File: src/rtl/rf_writeback_arbiter_pkg.sv
// rf_writeback_arbiter_pkg
// Shared definitions for the register file writeback path: datapath and
// register-address widths, register index constants and the coprocessor
// result FIFO entry layout.
// No ports (package only).
package rf_writeback_arbiter_pkg;

  localparam int W_CPU    = 32;
  localparam int W_REG    = 5;
  localparam int NUM_REGS = 1 << W_REG;

  // $0 is hardwired to zero: writes to it are suppressed and it is never
  // marked busy.
  localparam logic [W_REG-1:0] REG_ZERO = '0;

  // One buffered coprocessor result: destination register and data.
  typedef struct packed {
    logic [W_REG-1:0] wa;
    logic [W_CPU-1:0] wd;
  } cq_entry_t;

endpackage

File: src/rtl/rf_writeback_arbiter_fifo.sv
// wb_result_fifo
// Small synchronous FIFO holding coprocessor results until they win the
// register file write port. DEPTH must be a power of two (pointers wrap by
// natural overflow). Push while full and pop while empty are ignored.
// Ports:
//   clk, rst     clock, asynchronous active-high reset (empties the FIFO)
//   push         enqueue push_data this cycle
//   push_data    entry to enqueue
//   pop          dequeue the head this cycle
//   pop_data     current head entry (valid when !empty)
//   full, empty  occupancy flags
//   count        current occupancy, 0..DEPTH
module wb_result_fifo
  import rf_writeback_arbiter_pkg::*;
#(
  parameter int DEPTH = 4,
  localparam int AW   = $clog2(DEPTH)
) (
  input  logic      clk,
  input  logic      rst,
  input  logic      push,
  input  cq_entry_t push_data,
  input  logic      pop,
  output cq_entry_t pop_data,
  output logic      full,
  output logic      empty,
  output logic [AW:0] count
);

  cq_entry_t   mem [DEPTH];
  logic [AW-1:0] wr_ptr;
  logic [AW-1:0] rd_ptr;
  logic [AW:0]   count_q;
  logic          do_push;
  logic          do_pop;

  assign full     = (count_q == (AW+1)'(DEPTH));
  assign empty    = (count_q == '0);
  assign count    = count_q;
  assign pop_data = mem[rd_ptr];
  assign do_push  = push && !full;
  assign do_pop   = pop && !empty;

  // Storage is not reset: stale entries are unreachable once the pointers
  // and count are cleared.
  always_ff @(posedge clk) begin
    if (do_push) begin
      mem[wr_ptr] <= push_data;
    end
  end

  always_ff @(posedge clk or posedge rst) begin
    if (rst) begin
      wr_ptr  <= '0;
      rd_ptr  <= '0;
      count_q <= '0;
    end else begin
      if (do_push) begin
        wr_ptr <= wr_ptr + 1'b1;
      end
      if (do_pop) begin
        rd_ptr <= rd_ptr + 1'b1;
      end
      case ({do_push, do_pop})
        2'b10:   count_q <= count_q + 1'b1;
        2'b01:   count_q <= count_q - 1'b1;
        default: count_q <= count_q;
      endcase
    end
  end

endmodule

File: src/rtl/rf_writeback_arbiter.sv
// rf_writeback_arbiter
// Owns the single register file write port. Merges the fixed-latency
// pipeline writeback (never back-pressured) with variable-latency
// coprocessor results (valid/ready, buffered in wb_result_fifo), guards the
// FIFO against starvation, and keeps a busy-bit scoreboard of registers
// awaiting coprocessor results.
// Optional build macro: WB_BYPASS_EN adds byp1_*/byp2_* forwarding outputs.
// Ports:
//   clk, rst                 clock, asynchronous active-high reset
//   pipe_wren/wa/wd          pipeline writeback request
//   pipe_stall               core must hold pipe_wren low this cycle
//   cp_issue, cp_issue_reg   coprocessor op issued; marks destination busy
//   cp_valid, cp_ready       coprocessor result handshake
//   cp_wa, cp_wd             coprocessor result destination and data
//   ra1, ra2                 hazard query addresses
//   busy1, busy2             scoreboard bits for ra1/ra2
//   rf_wren/wa/wd            registered register file write port
//   byp1/2_hit, byp1/2_data  forwarding of this edge's commit (WB_BYPASS_EN)
//   cq_count                 current FIFO occupancy
module rf_writeback_arbiter
  import rf_writeback_arbiter_pkg::*;
#(
  parameter int  CQ_DEPTH   = 4,
  parameter int  STARVE_MAX = 4,
  localparam int CNT_W      = $clog2(CQ_DEPTH) + 1,
  localparam int SW         = $clog2(STARVE_MAX + 1)
) (
  input  logic             clk,
  input  logic             rst,
  input  logic             pipe_wren,
  input  logic [W_REG-1:0] pipe_wa,
  input  logic [W_CPU-1:0] pipe_wd,
  output logic             pipe_stall,
  input  logic             cp_issue,
  input  logic [W_REG-1:0] cp_issue_reg,
  input  logic             cp_valid,
  output logic             cp_ready,
  input  logic [W_REG-1:0] cp_wa,
  input  logic [W_CPU-1:0] cp_wd,
  input  logic [W_REG-1:0] ra1,
  input  logic [W_REG-1:0] ra2,
  output logic             busy1,
  output logic             busy2,
  output logic             rf_wren,
  output logic [W_REG-1:0] rf_wa,
  output logic [W_CPU-1:0] rf_wd,
`ifdef WB_BYPASS_EN
  output logic             byp1_hit,
  output logic             byp2_hit,
  output logic [W_CPU-1:0] byp1_data,
  output logic [W_CPU-1:0] byp2_data,
`endif
  output logic [CNT_W-1:0] cq_count
);

  cq_entry_t           cq_in;
  cq_entry_t           cq_head;
  logic                cq_full;
  logic                cq_empty;
  logic                cq_push;
  logic                pipe_req;
  logic                pipe_win;
  logic                fifo_win;
  logic [SW-1:0]       starve_cnt;
  logic [SW-1:0]       starve_inc;
  logic [SW-1:0]       starve_next;
  logic                starve_hit;
  logic [NUM_REGS-1:0] busy;
  logic [NUM_REGS-1:0] busy_next;

  // Results addressed to $0 complete the handshake but are never stored.
  assign cp_ready = !cq_full;
  assign cq_push  = cp_valid && !cq_full && (cp_wa != REG_ZERO);
  assign cq_in    = '{wa: cp_wa, wd: cp_wd};

  wb_result_fifo #(
    .DEPTH(CQ_DEPTH)
  ) u_fifo (
    .clk      (clk),
    .rst      (rst),
    .push     (cq_push),
    .push_data(cq_in),
    .pop      (fifo_win),
    .pop_data (cq_head),
    .full     (cq_full),
    .empty    (cq_empty),
    .count    (cq_count)
  );

  assign pipe_req = pipe_wren && (pipe_wa != REG_ZERO);

  // During a forced-priority cycle the core has been told to stall, so
  // pipe_wren is ignored and the FIFO head takes the port.
  always_comb begin
    pipe_win = 1'b0;
    fifo_win = 1'b0;
    if (pipe_stall) begin
      fifo_win = !cq_empty;
    end else if (pipe_req) begin
      pipe_win = 1'b1;
    end else begin
      fifo_win = !cq_empty;
    end
  end

  // Count consecutive cycles where queued results lose to the pipeline.
  // Reaching the limit raises a one-cycle registered stall and restarts the
  // count; the stall cycle itself always pops, which keeps it at zero.
  always_comb begin
    starve_inc  = starve_cnt + 1'b1;
    starve_next = starve_cnt;
    starve_hit  = 1'b0;
    if (fifo_win || cq_empty) begin
      starve_next = '0;
    end else if (pipe_win) begin
      if (starve_inc == SW'(STARVE_MAX)) begin
        starve_hit  = 1'b1;
        starve_next = '0;
      end else begin
        starve_next = starve_inc;
      end
    end
  end

  // Clear for the popped result first, then apply the issue, so an issue
  // to the register being retired in the same cycle leaves it busy.
  always_comb begin
    busy_next = busy;
    if (fifo_win) begin
      busy_next[cq_head.wa] = 1'b0;
    end
    if (cp_issue && (cp_issue_reg != REG_ZERO)) begin
      busy_next[cp_issue_reg] = 1'b1;
    end
  end

  assign busy1 = (ra1 != REG_ZERO) && busy[ra1];
  assign busy2 = (ra2 != REG_ZERO) && busy[ra2];

  always_ff @(posedge clk or posedge rst) begin
    if (rst) begin
      starve_cnt <= '0;
      pipe_stall <= 1'b0;
      busy       <= '0;
    end else begin
      starve_cnt <= starve_next;
      pipe_stall <= starve_hit;
      busy       <= busy_next;
    end
  end

  // Register the winner onto the write port; address and data hold their
  // last value when nothing is written.
  always_ff @(posedge clk or posedge rst) begin
    if (rst) begin
      rf_wren <= 1'b0;
      rf_wa   <= '0;
      rf_wd   <= '0;
    end else begin
      rf_wren <= pipe_win || fifo_win;
      if (pipe_win) begin
        rf_wa <= pipe_wa;
        rf_wd <= pipe_wd;
      end else if (fifo_win) begin
        rf_wa <= cq_head.wa;
        rf_wd <= cq_head.wd;
      end
    end
  end

`ifdef WB_BYPASS_EN
  // Forward the value the register file commits at this edge to decode.
  assign byp1_hit  = rf_wren && (rf_wa == ra1) && (ra1 != REG_ZERO);
  assign byp2_hit  = rf_wren && (rf_wa == ra2) && (ra2 != REG_ZERO);
  assign byp1_data = rf_wd;
  assign byp2_data = rf_wd;
`endif

endmodule

File: config.mk
export PLATFORM = sky130hd
export DESIGN_NAME = rf_writeback_arbiter
export DESIGN_NICKNAME = d
export VERILOG_FILES = /design/src/rtl/rf_writeback_arbiter_pkg.sv /design/src/rtl/rf_writeback_arbiter_fifo.sv /design/src/rtl/rf_writeback_arbiter.sv
export SDC_FILE = /design/constraint.sdc
export NUM_CORES = 1
export LEC_CHECK = 0
export ABC_AREA = 1
export BUFFER_PORTS_ARGS = -buffer_cell sky130_fd_sc_hd__buf_2
export CORE_MARGIN = 3
export CORE_UTILIZATION = 58
export DETAILED_ROUTE_END_ITERATION = 7
export GPL_TIMING_DRIVEN = 0
export MAX_ROUTING_LAYER = met4
export PLACE_DENSITY = 0.84
export SYNTH_ARGS = -nofsm -noshare
export SYNTH_HDL_FRONTEND = slang
export SYNTH_SLANG_ARGS = --single-unit
export TNS_END_PERCENT = 1
File: constraint.sdc
create_clock -name clk -period 3.3 [get_ports clk]
set_input_delay 0.495 -clock clk [delete_from_list [all_inputs] [get_ports clk]]
set_output_delay 0.495 -clock clk [all_outputs]
set_load 0.02 [all_outputs]
Word-level counts from Yosys, hierarchy flattened --
Memory sizes are Yosys's and may differ from the RTL's. Index checks and enable logic that the tools add are counted. Widths: inputs -> output; s select.
Storage, ports and cells: register bits 81, memory bits (writable) 148, memories kept 1
Cells by class: add/sub/neg operators 5, magnitude comparators 6, equality and inequality tests 4, mux-type cells 27, bitwise gates (word level) 3, reduce and logical (&&, ||, !) cells 23
Memories:
- u_fifo.mem | words 4, width 37, rd ports 1, clocked after Yosys merged registers in 0, write ports 1, line rf_writeback_arbiter_fifo.sv:30 | cq_entry_t mem [DEPTH];
Operator list (number):
- $mux 32 | 4
- $and 32x32->32 | 1
- $not 32->32 | 1
- $or 32x32->32 | 1
- $reduce_bool 5->1 | 5
- $lt 5x6->1 const B | 4
- $mux 1 | 13
- $bmux 1 s5 | 2
- $demux 1 s5 | 2
- $ge 5x1->1 const B | 2
- $logic_and 1x1->1 | 10
- $mux 5 | 2
- $mux 3 | 3
- $add 3x1->3 const B | 2
- $eq 3x3->1 const B | 2
- $pmux 3 s2 | 1
- $reduce_bool 2->1 | 3
- $add 2x1->2 const B | 2
- $logic_not 3->1 | 1
- $sub 3x1->3 const B | 1
- $eq 2x1->1 const B | 1
- $eq 2x2->1 const B | 1
- $logic_not 1->1 | 2
- $logic_or 1x1->1 | 2

Depth between registers and ports, before layout --
An unclocked memory read counts as a cell.
depth after elaboration 10, depth in mapped cells 12, mapped depth without buffers 11

Cells and area by module --
From an unflattened synthesis, not the netlist that was laid out.
Unflattened totals: cells, all modules 1082, area total of the unflattened synthesis 10501.3 sq um
Modules (own cells, without submodules):
- wb_result_fifo | times used 1, cells an instance 494, area an instance 6348.6 sq um
- rf_writeback_arbiter | times used 1, cells an instance 588, area an instance 4152.7 sq um

Least setup slack after synthesis --
Ideal clock, no wire load.
path kind register -> register, from register u_fifo.count_q[0] (netlist: u_fifo.count[0]), to memory u_fifo.mem[0][0] (netlist bit), enable pin, library setup time 0.431 ns, data arrival time 2.714 ns, data required time 2.869 ns, setup slack 0.154 ns, cell stages (with the launch flop) 5, path buffers 0, period minus slack after synthesis 3.146 ns, cells stage by stage dfrtp_1 inv_1 nand3_1 nand3_1 nor2_1
On the way: longest elaborated chain between the ends 7
RTL lines:
- from (decl) | line rf_writeback_arbiter_fifo.sv:33 | logic [AW:0] count_q;
- from (signal assigned) | line rf_writeback_arbiter_fifo.sv:65 | 2'b10: count_q <= count_q + 1'b1;
- from (signal assigned) | line rf_writeback_arbiter_fifo.sv:66 | 2'b01: count_q <= count_q - 1'b1;
- from (signal assigned) | line rf_writeback_arbiter_fifo.sv:67 | default: count_q <= count_q;
- $eq 3x3->1 (*) | line rf_writeback_arbiter_fifo.sv:37 | assign full = (count_q == (AW+1)'(DEPTH));
- $logic_not 1->1 (*)
- net cp_ready | line rf_writeback_arbiter.sv:37 | output logic cp_ready,
- $logic_and 1x1->1 (2 in a row) | line rf_writeback_arbiter.sv:73 | assign cq_push = cp_valid && !cq_full && (cp_wa != REG_ZERO);
- $logic_and 1x1->1 (*) | line rf_writeback_arbiter_fifo.sv:41 | assign do_push = push && !full;
- $mux 1 (*) | line rf_writeback_arbiter_fifo.sv:47 | if (do_push) begin
- $mux 1 (implied by the code) (*) | line rf_writeback_arbiter_fifo.sv:48 | mem[wr_ptr] <= push_data;
- to (decl) | line rf_writeback_arbiter_fifo.sv:30
Mark *: on every way through the listed nets, which the timed path passes. The rest lies on a longest branch.

Worst setup path after layout --
from input ra1[0], to output busy1
On the way: longest elaborated chain between the ends 3
RTL lines:
- from (decl) | line rf_writeback_arbiter.sv:40 | input logic [W_REG-1:0] ra1,
- $bmux 1 s5 | line rf_writeback_arbiter.sv:137 | assign busy1 = (ra1 != REG_ZERO) && busy[ra1];
- $mux 1 (implied by the code) | line rf_writeback_arbiter.sv:137
- $logic_and 1x1->1 (*) | line rf_writeback_arbiter.sv:137
- to (decl) | line rf_writeback_arbiter.sv:42 | output logic busy1,
Mark *: on every way between the ends. The rest lies on a longest branch, timed or not. The select of a mux whose other input is x is not followed.

==> results.tsv <==
metric	value	unit
Die Wd	139.7	um
Critical-path top delay cell	buf_2	
Tmin final	2.331	ns
fin nets	1389	
Max VDD drop	0.0005083	V
Final period util	0.7064	
1st-pass router iterations	5	
Mapped Avg Cell Area	9.229	um2
crit path from	ra1[0]	
synthesis-to-finish area growth	18.13	%
combinational share of power	0.366	
Worst setup SP type	input port	
Setup Fix Bufs, Post-CTS	0	
switching power	0.004257	W
Num CTS Buffers	22	
Synth cell types	29	
skew final	0.01889	ns
gr usage total	0.2689	
PwrDens	896.8	nW/um2
CP endpoint	busy1	
largest fanout on the critical path	10	
Critical Path End Type	output port	
RR Endpoint	u_fifo.count[2]	
CP peak stage delay	0.27	ns
Setup WS post-layout	0.9690	ns
Worst-path clk slew	0.06	ns
number of max-cap violations	0	
CTS root buffer	clkbuf_16	
Core ar.	17420	um2
Slew Viols, Final	0	
DR iter-0 viols	939	
Post-DP HPWL	17610	um
setup slack at placement	0.7300	ns
worst reg-to-reg setup slack	1.01	ns
Post-Syn Nets	1226	
most common cell after layout, fill and taps aside	nand2_1	
final count of negative-setup-slack endpoints	0	
Fin Setup TNS	0	ns
GRT overflow	0	
Detail Route Antenna Nets	0	
critical path required time	2.80	ns
Critical Path, Cell by Cell	buf_2, clkinv_1, buf_2, nand2_1, nand3_1, nand3_1, nand3_1, nand2_1, nand2_1, nand2_1, buf_2	
GP Congestion	0.8802	
Seq/Total Area, Yosys	0.6238	
top_reg_cell synth	edfxtp_1	
Reg2Reg Depth	9	
Final Hold Fails	0	
first-pass GRT wire length	41130	um
share of cells above drive strength 1	0.1873	
sequential fraction of design power	0.393	
Slew HR	0.3929	
initial antenna violation count	2	
DR vias/cell	5.494	
largest net degree at the start of global routing	62	
YS warnings	0	
Clock Path Buffers	3	
initial core utilization	0.5956	
clock power share	0.241	
Core Rows	48	
Sw Share	0.3874	
worst-margin pin slew	0.9037	ns
crit path DAT	1.84	ns
most frequent cells in the layout	nand2_1, buf_2, edfxtp_1	
Post-synth EDFFs	148	
status	completed	
Die Y	139.7	um
vias in the first global route	8193	
r2r startpoint	u_fifo.count[0]	
synthesized area	10370	um2
H-Tree Depth	1	
DR vias	8412	
Die ar.	19530	um2
RSZ-0062 raised after global routing	no	
fill count	1268	
CTS tree	yes	
CTS sink cnt	229	
routed length per instance	16.84	um
Fmax	429.0	MHz
Most common cell on crit path	nand2_1	
Ports	139	
Cells after Synth	1124	
IO buf count	133	
final wirelength	25780	um
clk_lat worst skew	0.51	ns
Residual DRC	0	
Hold/Removal Path Class	input port to flop	
asr flop ratio synth	0.3537	
Leak	5.511	nW
WS Path Type	input port to output port	
#FFs+latches synth	229	
Internal Power	0.006733	W
-- stage by stage --
| step | power, W | cells | utilization | area [um2] | hold slack, ns |
|---|---|---|---|---|---|
| after global placement | 0.008093 | 1482 | 0.6500 | 11320 | 0.4550 |
| after detailed placement | 0.008331 | 1487 | 0.6580 | 11460 | 0.4648 |
| after floorplan | 0.007011 | 1124 | - | 10370 | 0.4412 |
| after global routing | 0.01166 | 1530 | 0.7034 | 12250 | 0.1837 |
| after CTS | 0.01099 | 1528 | 0.7032 | 12250 | 0.1774 |
| final | 0.01099 | 1531 | 0.7036 | 12250 | 0.1936 |
-- power groups by stage --
stage	registers (W)	logic [W]	clock network [W]
2_1_floorplan	0.00459	0.00242	0
3_3_place_gp	0.00436	0.00373	0
3_5_place_dp	0.00435	0.00398	0
4_1_cts	0.00430	0.00402	0.00267
5_1_grt	0.00439	0.00449	0.00278
6_report	0.00431	0.00403	0.00265
-- layer usage --
layer | share of wire | track usage
met1 | 0.40 | 0.3454
met2 | 0.51 | 0.4520
met3 | 0.079 | 0.03711
met4 | 0.020 | 0.07751
met5 | 0 | -
-- synth_stat cells (all sizes together), types with 2 or more instances --
| cell type | number | area share |
|---|---|---|
| a31oi | 2 | 0.0012 |
| o21ai | 69 | 0.033 |
| nor2 | 101 | 0.043 |
| a21oi | 69 | 0.033 |
| clkinv | 4 | 0.0014 |
| edfxtp | 148 | 0.43 |
| o211ai | 3 | 0.0022 |
| nor3 | 10 | 0.0048 |
| nand2 | 438 | 0.16 |
| dfrtp | 81 | 0.20 |
| nand3 | 63 | 0.031 |
| buf | 40 | 0.021 |
| xor2 | 3 | 0.0025 |
| ha | 7 | 0.0084 |
| xnor2 | 2 | 0.0017 |
| inv | 74 | 0.027 |
| clkbuf | 6 | 0.0022 |
| nand4 | 3 | 0.0018 |
-- timing repair --
item,4_1_cts,5_1_grt
hold buffers,1,0
resized for setup,0,0
hold endpoints to repair,20,0
-- worst min-delay path by stage --
stage,start,end,slack (ns),depth (start not counted)
final,cp_wd[12],u_fifo.mem[3][12],0.19,1
after global routing,cp_wd[16],u_fifo.mem[2][16],0.18,1
after CTS,cp_wd[1],u_fifo.mem[3][1],0.18,1
after detailed placement,busy[19],busy[19],0.46,2
after global placement,busy[13],busy[13],0.45,2
after floorplan,busy[12],busy[12],0.44,2
-- worst max-delay path, delay by kind of cell --
family,cells,cell delay (ns)
buffers and inverters,4,0.83
AND/OR/NAND/NOR,7,0.50
-- area by class of cell --
class	instances	area, um2	area share
clock buffers	22	550.5	0.04493
diodes	3	7.507	0.0006126
multi-input cells	771	3402	0.2776
repair buffers	139	783.3	0.06392
clock inverters	18	225.2	0.01838
well taps	225	281.5	0.02297
plain buffers	46	235.2	0.01920
inverters	78	297.8	0.02430
flip-flops and latches	229	6471	0.5281
-- registers in the layout (all words and copies together) (netlist names) --
signal	count
rf_wa	5
pipe_stall	1
u_fifo.rd_ptr	2
starve_cnt	3
u_fifo.count	3
u_fifo.mem	148
u_fifo.wr_ptr	2
rf_wren	1
busy	32
rf_wd	32
-- cell families after synthesis --
family	synth area share
buffers and inverters	0.05114
flip-flops	0.6238
XOR/XNOR	0.004222
AND/OR/NAND/NOR	0.2405
adder cells (fa/ha/maj)	0.01037
AO/OA/AOI/OAI	0.06995
No activity file was read; power rests on OpenSTA's default activity.
